File: src/rtl/imem_load_arb_pkg.sv
// Shared types and constants for the instruction-memory load arbiter.
// Included by the arbiter, its RAM interface and the RAM itself.
package imem_load_arb_pkg;

  localparam int IMEM_DEPTH = 32;
  localparam int IMEM_AW    = 5;

  localparam logic [31:0] IMEM_NOP = 32'h0000_0000;

  typedef enum logic [1:0] {
    ST_IDLE = 2'd0,
    ST_LOAD = 2'd1,
    ST_FILL = 2'd2,
    ST_RUN  = 2'd3
  } state_e;

  // Misaligned or beyond the 32-word window.
  function automatic logic addr_bad(
    input logic [31:0] a
  );
    return (a[1:0] != 2'b00) |
           (a[31:7] != 25'd0);
  endfunction

endpackage

File: src/rtl/imem_load_arb.sv
// Program-load arbiter: streams loader words into IMEM, pads the
// tail with NOPs, then serves zero-latency CPU fetches.
module imem_load_arb
  import imem_load_arb_pkg::*;
#(
  parameter int          DEPTH    = IMEM_DEPTH,
  parameter logic [31:0] NOP_WORD = IMEM_NOP
) (
  input  logic               Clk,
  input  logic               Clrn,
  input  logic               load_req,
  input  logic               ld_valid,
  input  logic [31:0]        ld_data,
  input  logic               ld_last,
  output logic               ld_ready,
  output logic               ld_done,
  input  logic [31:0]        fetch_addr,
  output logic [31:0]        fetch_inst,
  output logic               fetch_err,
  output logic               cpu_stall,
  output logic               mem_we,
  output logic [IMEM_AW-1:0] mem_waddr,
  output logic [31:0]        mem_wdata,
  output logic [IMEM_AW-1:0] mem_raddr,
  input  logic [31:0]        mem_rdata
);

  localparam logic [5:0] LAST = 6'(DEPTH - 1);

  state_e     r_state;
  state_e     w_state_nx;
  logic [5:0] r_wcnt;
  logic [5:0] w_wcnt_nx;
  logic       r_done;
  logic       w_done_nx;
  logic       w_load;
  logic       w_fill;
  logic       w_run;
  logic       w_end;

  assign w_load = (r_state == ST_LOAD);
  assign w_fill = (r_state == ST_FILL);
  assign w_run  = (r_state == ST_RUN);
  assign w_end  = ld_last | (r_wcnt == LAST);

  always_comb begin
    w_state_nx = r_state;
    w_wcnt_nx  = r_wcnt;
    w_done_nx  = 1'b0;
    unique case (r_state)
      ST_IDLE, ST_RUN: begin
        if (load_req) begin
          w_state_nx = ST_LOAD;
          w_wcnt_nx  = 6'd0;
        end
      end
      ST_LOAD: begin
        if (ld_valid) begin
          w_wcnt_nx = r_wcnt + 6'd1;
          if (w_end) begin
            // Short program: pad the rest with NOPs first.
            if (r_wcnt < LAST) begin
              w_state_nx = ST_FILL;
            end else begin
              w_state_nx = ST_RUN;
              w_done_nx  = 1'b1;
            end
          end
        end
      end
      ST_FILL: begin
        w_wcnt_nx = r_wcnt + 6'd1;
        if (r_wcnt == LAST) begin
          w_state_nx = ST_RUN;
          w_done_nx  = 1'b1;
        end
      end
      default: begin
        w_state_nx = ST_IDLE;
      end
    endcase
  end

  always_ff @(posedge Clk or negedge Clrn) begin
    if (!Clrn) begin
      r_state <= ST_IDLE;
      r_wcnt  <= 6'd0;
      r_done  <= 1'b0;
    end else begin
      r_state <= w_state_nx;
      r_wcnt  <= w_wcnt_nx;
      r_done  <= w_done_nx;
    end
  end

  assign ld_ready  = w_load;
  assign ld_done   = r_done;
  assign cpu_stall = ~w_run;

  assign mem_we    = (w_load & ld_valid) | w_fill;
  assign mem_waddr = r_wcnt[IMEM_AW-1:0];
  assign mem_wdata = w_load ? ld_data : NOP_WORD;

  assign mem_raddr  = fetch_addr[6:2];
  assign fetch_err  = addr_bad(fetch_addr);
  assign fetch_inst = (w_run & ~fetch_err) ? mem_rdata
                                           : NOP_WORD;

endmodule

File: config.mk
export PLATFORM = sky130hd
export DESIGN_NAME = imem_load_arb
export DESIGN_NICKNAME = d
export VERILOG_FILES = /design/src/rtl/imem_load_arb_pkg.sv /design/src/rtl/imem_load_arb.sv
export SDC_FILE = /design/constraint.sdc
export NUM_CORES = 1
export LEC_CHECK = 0
export ABC_AREA = 1
export CORE_MARGIN = 5
export CORE_UTILIZATION = 27
export CTS_CLUSTER_SIZE = 30
export DETAILED_ROUTE_END_ITERATION = 6
export PLACE_DENSITY = 0.93
export SYNTH_ARGS = -nofsm -noshare
export SYNTH_HDL_FRONTEND = slang
export SYNTH_SLANG_ARGS = --single-unit
File: constraint.sdc
create_clock -name Clk -period 2.1 [get_ports Clk]
set_clock_uncertainty 0.15 [all_clocks]
set_input_delay 0.315 -clock Clk [delete_from_list [all_inputs] [get_ports Clk]]
set_output_delay 0.315 -clock Clk [all_outputs]
set_load 0.02 [all_outputs]
# Yosys cells after proc, flatten, opt, wreduce, memory -nomap -nowiden
# Index checks and enable logic that the tools add are counted.
totals:
  register_bits: 9
  inputBits: 101
  wordCells: 42
classes:
  n_addsub: 1
  magnitude_cmp: 1
  n_eq_ne: 8
  mux: 16
  bitwise: 7
  n_reduce_logical: 6
op_table:
  columns: ["op", "n"]
  rows:
  - ["$mux W32", 2]
  - ["$reduce_bool A25 Y1", 1]
  - ["$pmux W6 S3", 1]
  - ["$mux W6", 2]
  - ["$mux W2", 4]
  - ["$add A6 B1 Y6 const B", 1]
  - ["$eq A6 B5 Y1 const B", 1]
  - ["$lt A6 B5 Y1 const B", 1]
  - ["$pmux W2 S3", 1]
  - ["$mux W1", 5]
  - ["$eq A2 B2 Y1 const B", 2]
  - ["$ne A2 B1 Y1 const B", 2]
  - ["$ne A2 B2 Y1 const B", 2]
  - ["$reduce_and A4 Y1", 1]
  - ["$or A1 B1 Y1", 3]
  - ["$and A1 B1 Y1", 2]
  - ["$eq A2 B1 Y1 const B", 1]
  - ["$logic_not A2 Y1", 1]
  - ["$not A1 Y1", 2]
  - ["$pmux W1 S2", 1]
  - ["$reduce_and A2 Y1", 1]
  - ["$reduce_bool A2 Y1", 1]
  - ["$reduce_or A2 Y1", 1]

# Depth between registers and ports, before layout
logic_depth:
  ltp_word: 5
  mapped_depth: 9
  depth_no_buf: 8

# Worst setup path before layout
# No wires, ideal clock.
synth_timing:
  path_type: "flip-flop to output port"
  startpoint: "register r_state[1]"
  endpoint: "output port mem_wdata[10]"
  arrival_ns: 1.384
  required_time_ns: 1.635
  slack_ns: 0.251
  path_stages_with_launch: 7
  path_cell_list: "dfrtp_1 > inv_1 > ha_1 > buf_4 > clkbuf_1 > nand2_1 > inv_1"
synth_via:
  elab_chain_cells: 2
synth_lines:
  columns: ["item", "line", "rtl"]
  rows:
  - ["from (decl)", "imem_load_arb.sv:30", "state_e r_state;"]
  - ["from (signal assigned)", "imem_load_arb.sv:90", "r_state <= w_state_nx;"]
  - ["$eq A2 B1 Y1", "imem_load_arb.sv:41", "assign w_load = (r_state == ST_LOAD);"]
  - ["via ld_ready", "imem_load_arb.sv:15", "output logic ld_ready,"]
  - ["$mux W32", "imem_load_arb.sv:102", "assign mem_wdata = w_load ? ld_data : NOP_WORD;"]
  - ["to (decl)", "imem_load_arb.sv:23", "output logic [31:0] mem_wdata,"]
# The timed path passes the listed nets, and every way through them passes these cells.

# Final worst setup path
layout_timing:
  startpoint: "register r_state[0]"
  endpoint: "output port fetch_inst[27]"
layout_via:
  elab_chain_cells: 3
layout_lines:
  columns: ["item", "line", "rtl"]
  rows:
  - ["$eq A2 B2 Y1", "imem_load_arb.sv:43", "assign w_run = (r_state == ST_RUN);"]
  - ["$and A1 B1 Y1", "imem_load_arb.sv:106", "assign fetch_inst = (w_run & ~fetch_err) ? mem_rdata"]
  - ["$mux W32", "imem_load_arb.sv:106", null]
  - ["to (decl)", "imem_load_arb.sv:18", "output logic [31:0] fetch_inst,"]
# Every way passes these cells.

==> results.md <==
* Peak supply drop at about 0.54 mV
* Area delta synth->final at 128.7%
* CTS H-tree depth at 1
* DIE WIDTH at 83.41 um
* Num CTS Buffers at 3
* # fillers at 415
* Routed vias at 2155
* Largest net degree at the start of global routing at 39
* Cell area after synthesis at 1455 um^2
* Nets at ~550
* Overall power at 2041 uW
* Finished Layout Cells at 510
* Routed WL per cell at 12.97 um
* Yosys reg bits at 9
* Tmin final at 2069 ps
* WP data required at roughly 1600 ps
* CTS sink cnt at 9
* Crit path DAT at 1600 ps
* First-pass GRT wire length at 10090 um
* Row count at 26
* Finished Cell Area at roughly 3300 um^2
* Hold buffer count at cts at 0
* Largest fanout on the critical path at 7
* Met1 Use GR at 17.54%
* Slew headroom at 71.90%
* Root Driver: clkbuf_8
* Final worst slack at 31.12 ps
* Ys flop type: dfrtp_1
* Gr busiest metal: met2
* Sequential area share after synthesis at 15.48%
* Layout cells sized above 1 at 24.77%
* Pre-CTS setup slack at -523.8 ps
* Leak at 0.002012 uW
* Die area at 6957 um^2
* Grt ovf at 0
* DR pass1 iterations at 5
* DP HPWL at 5068 um
* Iter 0 DRT Violations at 59
* Crit end category: output pin
* # DRC at 0
* Post-synth net total at 372
* Pwr dens at 613.4 nW/um^2
* Io pins at 180
* GP Congestion at 0.8779
* Post-Route WL at 6617 um
* RSZ-0062 raised after global routing: true
* Vias in the first global route at 2205
* Met3 GRT Util at 5.248%
* Hold Vio Cnt, Final at 0
* Worst hold path type: in2async
* FFs w/ async S/R, synth at 100.0%
* Worst-Skew Late Latency at 230 ps
* Vias per cell at 4.225
* Core footprint at 5172 um^2
* Count of cell types in the netlist at 19
* WS Path Type: reg2out
* Syn Area/Cell at 5.450 um^2
* Placed Area at approximately 3200 um^2
* Initial antenna violation count at 0
* Clock Tree Buf Depth at 2
* Period utilization at 98.52%
* Starting Density at 28.13%
* Worst Tran Pin Value at 420.2 ps
* Synth Instances at 267
* FMAX at roughly 480 MHz
* Post-synth EDFFs at 0
* Inst Count DP at 494
* GRT Total Usage at 17.44%
* Met2 Use GR at 33.82%
* Outcome: complete, no violations
* Yosys warning count at 0
* Number of port buffers at 169
* Max_cap viols at 0
* WHS at roughly 240 ps
* Post-route ant nets at 0
* Slew Limit Fails at 0
* Setup-failing EPs final at 0
* Die Y at 83.41 um
* Worst setup SP type: flop
* Reg clk slew, reported paths at ~50 ps
* Antenna diodes at 0
* CTS tree: yes
## kinds of logic (layout without fill, tap and decap cells)
group                      Yosys count  count (layout)  synth area share (%)
AOI/OAI and AO/OA                    9               9                 4.042
xor gates and xnor gates             2               2                 1.204
adders and majority gates            4               4                 3.440
buffers and inverters              113             286                 33.53
DFF                                  9               9                 15.48
and+or+nand+nor                    130             130                 42.30
## worst paths after layout
path,startpoint,end,slack [ps],depth (start not counted)
setup / recovery,r_state[0],fetch_inst[27],30,6
hold / removal,Clrn,r_wcnt[5],240,1
setup reg to reg,r_state[0],r_state[0],240,8
hold reg to reg,r_wcnt[5],r_wcnt[5],390,2
max in group asynchronous,Clrn,r_state[0],1240,1
min in group Clk,r_wcnt[5],r_wcnt[5],390,2
## repair_timing
item,4_1_cts,5_1_grt
pin swaps,20,23
buffers inserted,7,2
gates cloned,3,0
resized for setup,249,55
setup endpoints to repair,67,39
endpoints found under the hold margin,0,0
## where the power goes
group	internal, uW	switching (uW)
clock network	132	67.3
logic	648	912
registers	222	60.2
total	1000	1040
## synth_stat cells (2+ instances only)
library cell | number | area share (%)
buf_4 | 11 | 5.7
inv_1 | 96 | 25
nor2_2 | 31 | 13
ha_1 | 4 | 3.4
nor2_1 | 13 | 3.4
a21oi_1 | 2 | 0.69
nand3_1 | 9 | 3.1
dfrtp_1 | 9 | 15
nand4_1 | 4 | 1.7
clkbuf_1 | 3 | 0.77
nor2_4 | 2 | 1.5
o21ai_0 | 5 | 1.7
buf_6 | 3 | 2.3
nand2_1 | 70 | 18
## metrics by stage
| stage | TNS, ps | utilization (%) |
|---|---|---|
| CTS | -671.5 | 64.08 |
| floorplan | 0 | - |
| global placement | -15860 | 61.27 |
| finish | 0 | 64.34 |
| detailed placement | -16090 | 61.27 |
| global route | -325.9 | 64.34 |
## worst max-delay path, cell delays in order (launching register included)
cell and delay, ps:
dfrtp_2 390, ha_2 240, nand3_4 180, buf_12 200, buf_4 140, nor2_4 90
buf_6 120
## sequential cells by signal (all words and copies together) (netlist names)
name / cells
r_wcnt: 6
r_state: 2
ld_done: 1
## final cells by class
class	count	area (um^2)	share of cell area [%]
Clock buffer	4	45.04	1.353
Inverter	96	360.3	10.83
Multi-Input combinational cell	145	822.0	24.70
Sequential cell	9	226.5	6.805
Tap cell	70	87.58	2.632
Timing Repair Buffer	186	1787	53.68
## layer usage
metal,vias to the layer above,wire (um)
li1,1069,-
met2,160,3399
met1,908,2199
met3,18,820
met5,-,0
met4,0,197
## layout by cell type, fill, tap and decap left out, drive strengths merged
master / Yosys / routed
inv: 96 / 96
clkdlybuf4s50: 0 / 75
nand2: 70 / 70
buf: 14 / 49
nor2: 46 / 46
dlygate4sd2: 0 / 34
clkbuf: 3 / 21
clkdlybuf4s15: 0 / 10
nand3: 10 / 10
dfrtp: 9 / 9
o21ai: 6 / 6
nand4: 4 / 4
ha: 4 / 4
a21oi: 2 / 2
xnor2: 1 / 1
o31ai: 1 / 1
xor2: 1 / 1
dlymetal6s2s: 0 / 1
Note: power is estimated with default switching activity, not from simulation.
